$ cat src/rtl/dsp_p_round_sat_if.sv
// Handshake and data bundle between the DSP P outputs, the round/saturate
// stage and its downstream consumer.
interface dsp_p_round_sat_if #(
    parameter int unsigned C_OWIDTH = 16
);
    logic                I_valid;
    logic [47:0]         I_data_p_re;
    logic [47:0]         I_data_p_im;
    logic                I_ready;
    logic                I_stat_clr;
    logic                O_valid;
    logic [C_OWIDTH-1:0] O_data_re;
    logic [C_OWIDTH-1:0] O_data_im;
    logic                O_sat;
    logic [15:0]         O_sat_cnt;
    logic                O_overflow;

    modport slave (
        input  I_valid, I_data_p_re, I_data_p_im, I_ready, I_stat_clr,
        output O_valid, O_data_re, O_data_im, O_sat, O_sat_cnt, O_overflow
    );

    modport master (
        output I_valid, I_data_p_re, I_data_p_im, I_ready, I_stat_clr,
        input  O_valid, O_data_re, O_data_im, O_sat, O_sat_cnt, O_overflow
    );
endinterface

$ cat src/rtl/dsp_p_round_sat.sv
// Aligns DSP48 P results with their issue tag, rounds and saturates both
// components, and buffers them in a first-word-fall-through FIFO.
module dsp_p_round_sat #(
    parameter int unsigned C_OWIDTH     = 16,
    parameter int unsigned C_SHIFT      = 30,
    parameter int unsigned C_RND_MODE   = 2,
    parameter int unsigned C_LATENCY    = 4,
    parameter int unsigned C_FIFO_DEPTH = 4
) (
    input logic               I_clk,
    input logic               I_rst_n,
    dsp_p_round_sat_if.slave  bus
);
    localparam int unsigned RW = 49 - C_SHIFT;
    localparam int unsigned AW = $clog2(C_FIFO_DEPTH);
    localparam int unsigned CW = AW + 1;
    localparam logic [48:0] HALF = 49'(1) << (C_SHIFT - 1);
    localparam logic signed [48:0] SMAX = (49'sd1 <<< (C_OWIDTH - 1)) - 49'sd1;
    localparam logic signed [48:0] SMIN = -(49'sd1 <<< (C_OWIDTH - 1));

    // Tag marking the cycle in which the issued operands' P pair is present
    logic tag;
    generate
        if (C_LATENCY == 0) begin : g_nodly
            assign tag = bus.I_valid;
        end else begin : g_dly
            logic [C_LATENCY-1:0] vld_d;
            always_ff @(posedge I_clk) begin
                if (!I_rst_n) vld_d <= '0;
                else          vld_d <= (vld_d << 1) | C_LATENCY'(bus.I_valid);
            end
            assign tag = vld_d[C_LATENCY-1];
        end
    endgenerate

    function automatic logic [RW-1:0] round_p(input logic [47:0] p);
        logic [48:0] ext;
        logic [48:0] rnd;
        ext = {p[47], p};
        case (C_RND_MODE)
            0:       rnd = '0;
            1:       rnd = HALF;
            default: rnd = HALF - 49'(1) + 49'(ext[C_SHIFT]);
        endcase
        return RW'((ext + rnd) >> C_SHIFT);
    endfunction

    // Returns {clamp_flag, saturated_value}
    function automatic logic [C_OWIDTH:0] sat_r(input logic [RW-1:0] r);
        logic signed [48:0] ext;
        ext = 49'($signed(r));
        if (ext > SMAX)      return {1'b1, SMAX[C_OWIDTH-1:0]};
        else if (ext < SMIN) return {1'b1, SMIN[C_OWIDTH-1:0]};
        else                 return {1'b0, ext[C_OWIDTH-1:0]};
    endfunction

    logic                s1_valid;
    logic [RW-1:0]       s1_re, s1_im;
    logic                s2_valid, s2_sat;
    logic [C_OWIDTH-1:0] s2_re, s2_im;
    logic [C_OWIDTH:0]   sr_c, si_c;

    assign sr_c = sat_r(s1_re);
    assign si_c = sat_r(s1_im);

    always_ff @(posedge I_clk) begin
        if (!I_rst_n) begin
            s1_valid <= 1'b0;
            s1_re    <= '0;
            s1_im    <= '0;
            s2_valid <= 1'b0;
            s2_sat   <= 1'b0;
            s2_re    <= '0;
            s2_im    <= '0;
        end else begin
            s1_valid <= tag;
            s1_re    <= round_p(bus.I_data_p_re);
            s1_im    <= round_p(bus.I_data_p_im);
            s2_valid <= s1_valid;
            s2_sat   <= sr_c[C_OWIDTH] | si_c[C_OWIDTH];
            s2_re    <= sr_c[C_OWIDTH-1:0];
            s2_im    <= si_c[C_OWIDTH-1:0];
        end
    end

    logic [C_OWIDTH-1:0] mem_re  [C_FIFO_DEPTH];
    logic [C_OWIDTH-1:0] mem_im  [C_FIFO_DEPTH];
    logic                mem_sat [C_FIFO_DEPTH];
    logic [AW-1:0]       wr_ptr, rd_ptr;
    logic [CW-1:0]       count;
    logic [15:0]         sat_cnt;
    logic                overflow;
    logic                head_c, full_c, pop_c, push_c, drop_c;

    assign head_c = (count != '0);
    assign full_c = (count == CW'(C_FIFO_DEPTH));
    assign pop_c  = head_c & bus.I_ready;
    // A pop in the same cycle frees the slot a full FIFO needs
    assign push_c = s2_valid & (~full_c | pop_c);
    assign drop_c = s2_valid & full_c & ~pop_c;

    always_ff @(posedge I_clk) begin
        if (push_c) begin
            mem_re[wr_ptr]  <= s2_re;
            mem_im[wr_ptr]  <= s2_im;
            mem_sat[wr_ptr] <= s2_sat;
        end
    end

    always_ff @(posedge I_clk) begin
        if (!I_rst_n) begin
            wr_ptr <= '0;
            rd_ptr <= '0;
            count  <= '0;
        end else begin
            if (push_c) wr_ptr <= wr_ptr + AW'(1);
            if (pop_c)  rd_ptr <= rd_ptr + AW'(1);
            if (push_c && !pop_c)      count <= count + CW'(1);
            else if (pop_c && !push_c) count <= count - CW'(1);
        end
    end

    // Statistics; clear wins over a same-cycle increment or overflow
    always_ff @(posedge I_clk) begin
        if (!I_rst_n || bus.I_stat_clr) begin
            sat_cnt  <= '0;
            overflow <= 1'b0;
        end else begin
            if (push_c && s2_sat && sat_cnt != 16'hFFFF) sat_cnt <= sat_cnt + 16'd1;
            if (drop_c) overflow <= 1'b1;
        end
    end

    assign bus.O_valid    = head_c;
    assign bus.O_data_re  = head_c ? mem_re[rd_ptr] : '0;
    assign bus.O_data_im  = head_c ? mem_im[rd_ptr] : '0;
    assign bus.O_sat      = head_c ? mem_sat[rd_ptr] : 1'b0;
    assign bus.O_sat_cnt  = sat_cnt;
    assign bus.O_overflow = overflow;
endmodule

$ cat src/flat_wrapper.sv
// flat-port wrapper written by rule: the top's interface ports become plain ports
module dsp_p_round_sat_flat 
#(
    parameter int unsigned C_OWIDTH     = 16,
    parameter int unsigned C_SHIFT      = 30,
    parameter int unsigned C_RND_MODE   = 2,
    parameter int unsigned C_LATENCY    = 4,
    parameter int unsigned C_FIFO_DEPTH = 4
)
  (I_clk, I_rst_n, bus_I_valid, bus_I_data_p_re, bus_I_data_p_im, bus_I_ready, bus_I_stat_clr, bus_O_valid, bus_O_data_re, bus_O_data_im, bus_O_sat, bus_O_sat_cnt, bus_O_overflow);
  dsp_p_round_sat_if #(.C_OWIDTH(C_OWIDTH)) bus_i ();
  input logic I_clk;
  input logic I_rst_n;
  input wire logic [$bits(bus_i.I_valid)-1:0] bus_I_valid;
  input wire logic [$bits(bus_i.I_data_p_re)-1:0] bus_I_data_p_re;
  input wire logic [$bits(bus_i.I_data_p_im)-1:0] bus_I_data_p_im;
  input wire logic [$bits(bus_i.I_ready)-1:0] bus_I_ready;
  input wire logic [$bits(bus_i.I_stat_clr)-1:0] bus_I_stat_clr;
  output wire logic [$bits(bus_i.O_valid)-1:0] bus_O_valid;
  output wire logic [$bits(bus_i.O_data_re)-1:0] bus_O_data_re;
  output wire logic [$bits(bus_i.O_data_im)-1:0] bus_O_data_im;
  output wire logic [$bits(bus_i.O_sat)-1:0] bus_O_sat;
  output wire logic [$bits(bus_i.O_sat_cnt)-1:0] bus_O_sat_cnt;
  output wire logic [$bits(bus_i.O_overflow)-1:0] bus_O_overflow;
  assign bus_i.I_valid = bus_I_valid;
  assign bus_i.I_data_p_re = bus_I_data_p_re;
  assign bus_i.I_data_p_im = bus_I_data_p_im;
  assign bus_i.I_ready = bus_I_ready;
  assign bus_i.I_stat_clr = bus_I_stat_clr;
  assign bus_O_valid = bus_i.O_valid;
  assign bus_O_data_re = bus_i.O_data_re;
  assign bus_O_data_im = bus_i.O_data_im;
  assign bus_O_sat = bus_i.O_sat;
  assign bus_O_sat_cnt = bus_i.O_sat_cnt;
  assign bus_O_overflow = bus_i.O_overflow;
  dsp_p_round_sat #(.C_OWIDTH(C_OWIDTH), .C_SHIFT(C_SHIFT), .C_RND_MODE(C_RND_MODE), .C_LATENCY(C_LATENCY), .C_FIFO_DEPTH(C_FIFO_DEPTH)) u_core (.I_clk(I_clk), .I_rst_n(I_rst_n), .bus(bus_i));
endmodule
$ cat config.mk
export PLATFORM = sky130hd
export DESIGN_NAME = dsp_p_round_sat_flat
export DESIGN_NICKNAME = d
export VERILOG_FILES = /design/src/rtl/dsp_p_round_sat_if.sv /design/src/rtl/dsp_p_round_sat.sv /design/src/flat_wrapper.sv
export SDC_FILE = /design/constraint.sdc
export NUM_CORES = 1
export LEC_CHECK = 0
export ABC_AREA = 1
export BUFFER_PORTS_ARGS = -buffer_cell sky130_fd_sc_hd__buf_4
export CORE_UTILIZATION = 51
export DETAILED_ROUTE_END_ITERATION = 10
export MAX_ROUTING_LAYER = met4
export PLACE_DENSITY = 0.75
export SLEW_MARGIN = 20
export SYNTH_ARGS = -nofsm -noshare
export SYNTH_HDL_FRONTEND = slang
export SYNTH_SLANG_ARGS = --single-unit
$ cat constraint.sdc
create_clock -name I_clk -period 2.7 [get_ports I_clk]
set_input_delay 0.405 -clock I_clk [delete_from_list [all_inputs] [get_ports I_clk]]
set_output_delay 0.405 -clock I_clk [all_outputs]
set_load 0.01 [all_outputs]
==> summary.md, run 1 <==
| Metric | Value |
|---|---|
| Pin count of the biggest net entering global routing | 67 |
| Root Buffer | clkbuf_16 |
| Final Net Count | 2349 |
| Least-Margin Pin Slew | 0.779 ns |
| I/O pin count | 152 |
| Die Ht | 168 um |
| Mean Syn Cell Area | 6.98 um^2 |
| Startpoint types | flop |
| DRC errors left | 0 |
| Register share of total power | 0.388 |
| Worst stage delay on the critical path | 0.66 ns |
| Via-per-instance ratio | 5.04 |
| WL/cell | 14.1 um |
| Die Width | 168 um |
| Comb power frac | 0.276 |
| Setup violators final | 0 |
| Core area | 27000 um^2 |
| Antenna violations before repair | 1 |
| CTS Buffer Depth | 3 |
| Switching Share | 0.310 |
| Top post-synthesis cells by area | edfxtp_1, nand2_1, dfxtp_1 |
| FMAX | 396 MHz |
| Area leader, netlist | edfxtp_1 |
| Max Fanout on Critical Path | 26 |
| Total CTS buffers | 22 |
| Syn Nets | 2189 |
| Sink Count | 235 |
| Status | completed |
| Worst min path class | input port to flop |
| Maximum vdd drop | 0.412 mV |
| Area growth from synthesis to layout | 17.4% |
| Leakage | 7.88 nW |
| Clock Power Share | 0.335 |
| Final Skew | 0.0121 ns |
| Most frequent cell after synthesis | nand2_1 |
| CTS H-tree lvls | 1 |
| Tot GR Track Use | 0.262 |
| Share of cells above drive strength 1 | 0.117 |
| Max-Cap Viols | 0 |
| Tmin final | 2.53 ns |
| Antenna Nets Post-Route | 0 |
| Final hold slack | 0.100 ns |
| Port buffer count | 151 |
| Sum Neg Setup Slack | 0 ns |
| Pwr dens | 629 nW/um^2 |
| Congestion Overflow GR | 0 |
| Critical-path top delay cell | dfxtp_2 |
| Cts-stage hold buffer count | 0 |
| Fin crit share | 0.936 |
| Max Slew Vio Count | 0 |
| Ys flop type | edfxtp_1 |
| Die area | 28300 um^2 |
| Synthesis-stage register bit count | 235 |
| Sequential share of the synthesized area | 0.427 |
| Synth Cell Area | 14100 um^2 |
| Synth Warn # | 0 |
| Cell Rows | 60 |
| Routed wire length | 35800 um |
| Internal Power | 7.19 mW |
| Final HPWL DP | 26900 um |
| Via count | 12800 |
| Fillcell total | 2489 |
| Layout Cells excl Fill | 2539 |
| Switch Pwr | 3.22 mW |
| CP arrival | 2.12 ns |
| Post-synth EDFFs | 132 |
| Crit Path Category | flop to output port |
| Number of global-route vias before repair | 11900 |
| CTS tree | done |
| Initial DRC Count | 908 |
| Worst relative slew slack | 0.479 |
| Async SR Flop Fraction | 0 |
| Initial cell density of the core | 0.522 |
| First-pass GRT wire length | 58300 um |
| Drt first pass iters | 6 |
| Gpl congestion | 0.952 |
| Top cells by count, synth | nand2_1, nor2_1, inv_1, edfxtp_1, a21oi_1 |
| DP Cell Count | 2498 |
| Power Total | 10.4 mW |
| Worst path required time | 2.30 ns |
| Clk slew on worst S/H paths | 0.06 ns |
| Post-Synthesis Cells | 2021 |
| Yosys top cell area share | 0.281 |
| Post-CTS setup repair buffer count | 0 |
| Synth unique cells | 43 |
| CP Cell Sequence | buf_4 > nor2_1 > nor2_1 > o21ai_0 > a21oi_1 > buf_4 |
| Final Hold Vio Count | 0 |
| Post-CTS resize count | 0 |
| Skew-Pair Late Insertion Delay | 0.50 ns |
| Unrepaired setup endpoints after global routing | false |
| Critical Path End Type | output port |
## placed cells by master, fill, tap and decap left out, drive strengths merged, types with 36 or more instances in the layout
master,synthesis,layout
nor2,418,418
a21oi,120,120
o21ai,96,96
edfxtp,132,132
nand2,579,579
ha,66,66
inv,301,302
dfxtp,103,103
nor3,36,36
nand3,78,78
buf,13,170
## cell type report
cell class                      count  area (um^2)  area share
Antenna cell                        1         2.50    0.000151
Clock buffer                       26          607      0.0367
Clock inverter                     14          226      0.0137
Inverter                          303         1140      0.0687
Multi-Input combinational cell   1449         6800       0.411
Sequential cell                   235         6030       0.364
Tap cell                          341          427      0.0258
Timing Repair Buffer              170         1310      0.0794
## metal layers
metal  wire (um)  global-route usage  up-vias
met3        1710              0.0219       43
li1            -                   -     6698
met5           0                   -        -
met2       16600               0.432      348
met1       17000               0.353     5714
met4         563              0.0553        0
## critical path, delay by kind of cell (launching register included)
family | cells | cell delay [ns]
buffers and inverters | 2 | 0.47
AND/OR/NAND/NOR | 2 | 0.14
flip-flops | 1 | 0.66
AO/OA/AOI/OAI | 2 | 0.35
## state kept, by name (all words and copies together), names as in the netlist, 3 cells and up, named ones only
name and cells:
u_core.s1_im 19, u_core.mem_sat 4, u_core.mem_re 64, u_core.bus.O_sat_cnt 16
u_core.s2_re 16, u_core.s2_im 16, u_core.mem_im 64, u_core.g_dly.vld_d 4
u_core.count 3, u_core.s1_re 19
## worst paths after layout
check | start | to | slack (ns) | cells past startpoint
worst max-delay path | flop | bus_O_data_re[15] | 0.17 | 6
worst min-delay path | bus_I_valid | u_core.g_dly.vld_d[0] | 0.10 | 3
worst max register to register | u_core.count[0] | u_core.count[2] | 0.44 | 12
worst min register to register | u_core.s1_valid | u_core.s2_valid | 0.41 | 2
## power groups by stage
stage | clock, mW | combinational [mW] | sequential [mW]
floorplan | 0 | 1.72 | 4.04
global placement | 0 | 2.80 | 4.11
detailed placement | 0 | 2.85 | 4.12
CTS | 3.52 | 2.88 | 4.04
global route | 3.68 | 3.20 | 4.06
finish | 3.49 | 2.88 | 4.04
## metrics by stage
step,setup WS [ns],util,cell area (um^2)
6_report,0.172,0.612,16500
5_1_grt,0.0162,0.612,16500
4_1_cts,0.160,0.612,16500
3_5_place_dp,0.302,0.581,15700
3_3_place_gp,0.338,0.581,15700
2_1_floorplan,0.246,-,14100
## cell families after synthesis
family	count (synthesis)	synth area share
xor+xnor	5	0.00311
simple gates	1144	0.333
compound gates	233	0.0859
fa+ha+maj	67	0.0600
flops	235	0.427
buf+inv	337	0.0906
No activity file was read; power rests on OpenSTA's default activity.
==> run 2, diff against run 1 <==
--- a/config.mk
+++ b/config.mk
@@ -7,10 +7,11 @@
 export LEC_CHECK = 0
 export ABC_AREA = 1
 export BUFFER_PORTS_ARGS = -buffer_cell sky130_fd_sc_hd__buf_4
-export CORE_UTILIZATION = 51
+export CORE_MARGIN = 5
+export CORE_UTILIZATION = 50
 export DETAILED_ROUTE_END_ITERATION = 10
 export MAX_ROUTING_LAYER = met4
-export PLACE_DENSITY = 0.75
+export PLACE_DENSITY = 0.74
 export SLEW_MARGIN = 20
 export SYNTH_ARGS = -nofsm -noshare
 export SYNTH_HDL_FRONTEND = slang
==> run 2 against run 1 <==
Against the previous run:
- combinational power is essentially flat
- cell count grew 1.5%
- first-iteration DRC count shrank 7.0%
- critical endpoint is now bus_O_data_re[4]
- largest cell class unchanged
==> summary.md, run 2 (synthesis gave the netlist of run 1 again) <==
| Metric | Value |
|---|---|
| Gpl congestion | 1.00 |
| Final Net Count | 2349 |
| Cell Rows | 61 |
| Clk slew on worst S/H paths | 0.07 ns |
| Final hold slack | 0.0810 ns |
| Startpoint types | flop |
| Port buffer count | 151 |
| Comb power frac | 0.283 |
| I/O pin count | 152 |
| Critical Path End Type | output port |
| Die Ht | 178 um |
| Clock Power Share | 0.319 |
| CP arrival | 2.07 ns |
| Via-per-instance ratio | 4.99 |
| Maximum vdd drop | 0.477 mV |
| Pin count of the biggest net entering global routing | 48 |
| Root Buffer | clkbuf_16 |
| Total CTS buffers | 22 |
| Antenna violations before repair | 1 |
| Max Slew Vio Count | 0 |
| Sum Neg Setup Slack | 0 ns |
| Register share of total power | 0.398 |
| Initial cell density of the core | 0.507 |
| Routed wire length | 36000 um |
| Worst min path class | input port to flop |
| First-pass GRT wire length | 58900 um |
| Skew-Pair Late Insertion Delay | 0.50 ns |
| Worst reg2reg path depth | 12 |
| Worst path required time | 2.30 ns |
| Internal Power | 6.94 mW |
| Fillcell total | 2639 |
| CTS H-tree lvls | 1 |
| Tmin final | 2.48 ns |
| Most common cell after layout, fill and taps aside | nand2_1 |
| Area growth from synthesis to layout | 17.3% |
| Max-Cap Viols | 0 |
| Status | completed |
| Setup violators final | 0 |
| Drt first pass iters | 5 |
| Switch Pwr | 3.18 mW |
| Worst Hold Depth | 3 |
| Design area | 16500 um^2 |
| Final Hold Vio Count | 0 |
| Unrepaired setup endpoints after global routing | false |
| Core Util, Final | 0.595 |
| Leakage | 7.85 nW |
| Most frequent cells in the layout | nand2_1, nor2_1, inv_1, buf_4, edfxtp_1 |
| Hold Startpoint | bus_I_valid |
| Worst slack, placed | 0.331 ns |
| Pwr dens | 612 nW/um^2 |
| Die area | 31700 um^2 |
| Worst relative slew slack | 0.441 |
| WL/cell | 14.0 um |
| CTS Buffer Depth | 3 |
| Placed cell area | 15700 um^2 |
| Final HPWL DP | 27700 um |
| Worst R2R End | u_core.count[2] |
| Final Skew | 0.0162 ns |
| Number of global-route vias before repair | 12100 |
| Area of the multi-input gates | 6800 um^2 |
| Switching Share | 0.314 |
| Final Worst Setup Slack | 0.220 ns |
| Antenna Nets Post-Route | 0 |
| Core area | 27800 um^2 |
| DP Cell Count | 2535 |
| Least-Margin Pin Slew | 0.835 ns |
| Hold path endpoint | u_core.g_dly.vld_d[0] |
| Die Width | 178 um |
| Sink Count | 235 |
| DRC errors left | 0 |
| Initial DRC Count | 844 |
| Via count | 12900 |
| FF/Latch Area | 6030 um^2 |
| Tot GR Track Use | 0.233 |
| Layout Cells excl Fill | 2576 |
| CTS tree | done |
| Congestion Overflow GR | 0 |
| R2R setup slack | 0.53 ns |
| Fin crit share | 0.918 |
| Share of cells above drive strength 1 | 0.117 |
| Reg-to-reg startpoint | u_core.count[0] |
| Post-CTS setup repair buffer count | 0 |
| FMAX | 403 MHz |
| Max Fanout on Critical Path | 26 |
| Power Total | 10.1 mW |
| Crit Path Category | flop to output port |
| Top flop regs | u_core.mem_im: 64 flops, u_core.mem_re: 64 flops |
-- run 2: cell type report --
class	instances	share of cell area
Antenna cell	1	0.000151
Inverter	303	0.0688
Timing Repair Buffer	170	0.0787
Clock inverter	10	0.00666
Multi-Input combinational cell	1449	0.412
Sequential cell	235	0.365
Clock buffer	30	0.0407
Tap cell	378	0.0286
-- run 2: timing repair --
action,CTS,global route
endpoints found under the hold margin,0,0
hold buffers,0,0
endpoints found under the setup margin,0,3
gates resized for setup,0,1
-- run 2: worst max-delay path, stage by stage, from the launching register on --
cell     delay, ns
dfxtp_4       0.48
buf_4         0.33
nor2_1        0.09
nor2_1        0.11
o21ai_0       0.11
a21oi_1       0.28
buf_4         0.17
-- run 2: per-layer routing --
layer / track usage / vias to the layer above / part of all wire / wire length [um]
li1: - / 6702 / - / -
met1: 0.324 / 5724 / 0.46 / 16600
met2: 0.370 / 391 / 0.46 / 16400
met3: 0.0243 / 47 / 0.065 / 2350
met4: 0.0574 / 0 / 0.018 / 654
met5: - / - / 0 / 0
-- run 2: power groups by stage --
stage / sequential [mW] / combinational, mW / clock [mW]
after floorplan: 4.04 / 1.72 / 0
after global placement: 4.10 / 2.82 / 0
after detailed placement: 4.10 / 2.86 / 0
after CTS: 4.03 / 2.88 / 3.29
after global routing: 4.05 / 3.21 / 3.44
final: 4.03 / 2.87 / 3.22
-- run 2: how the worst max path moves through the flow --
| stage | start | cells after the start | end | slack [ns] |
|---|---|---|---|---|
| after detailed placement | bus_I_data_p_re[30] | 15 | u_core.s1_re[14] | 0.33 |
| final | flop | 6 | bus_O_data_re[4] | 0.22 |
| after global routing | flop | 5 | bus_O_data_im[12] | 0.11 |
| after global placement | bus_I_data_p_im[30] | 15 | u_core.s1_im[9] | 0.34 |
| after floorplan | bus_I_ready | 4 | u_core.mem_im[0][0] | 0.25 |
| after CTS | flop | 6 | bus_O_data_re[4] | 0.06 |
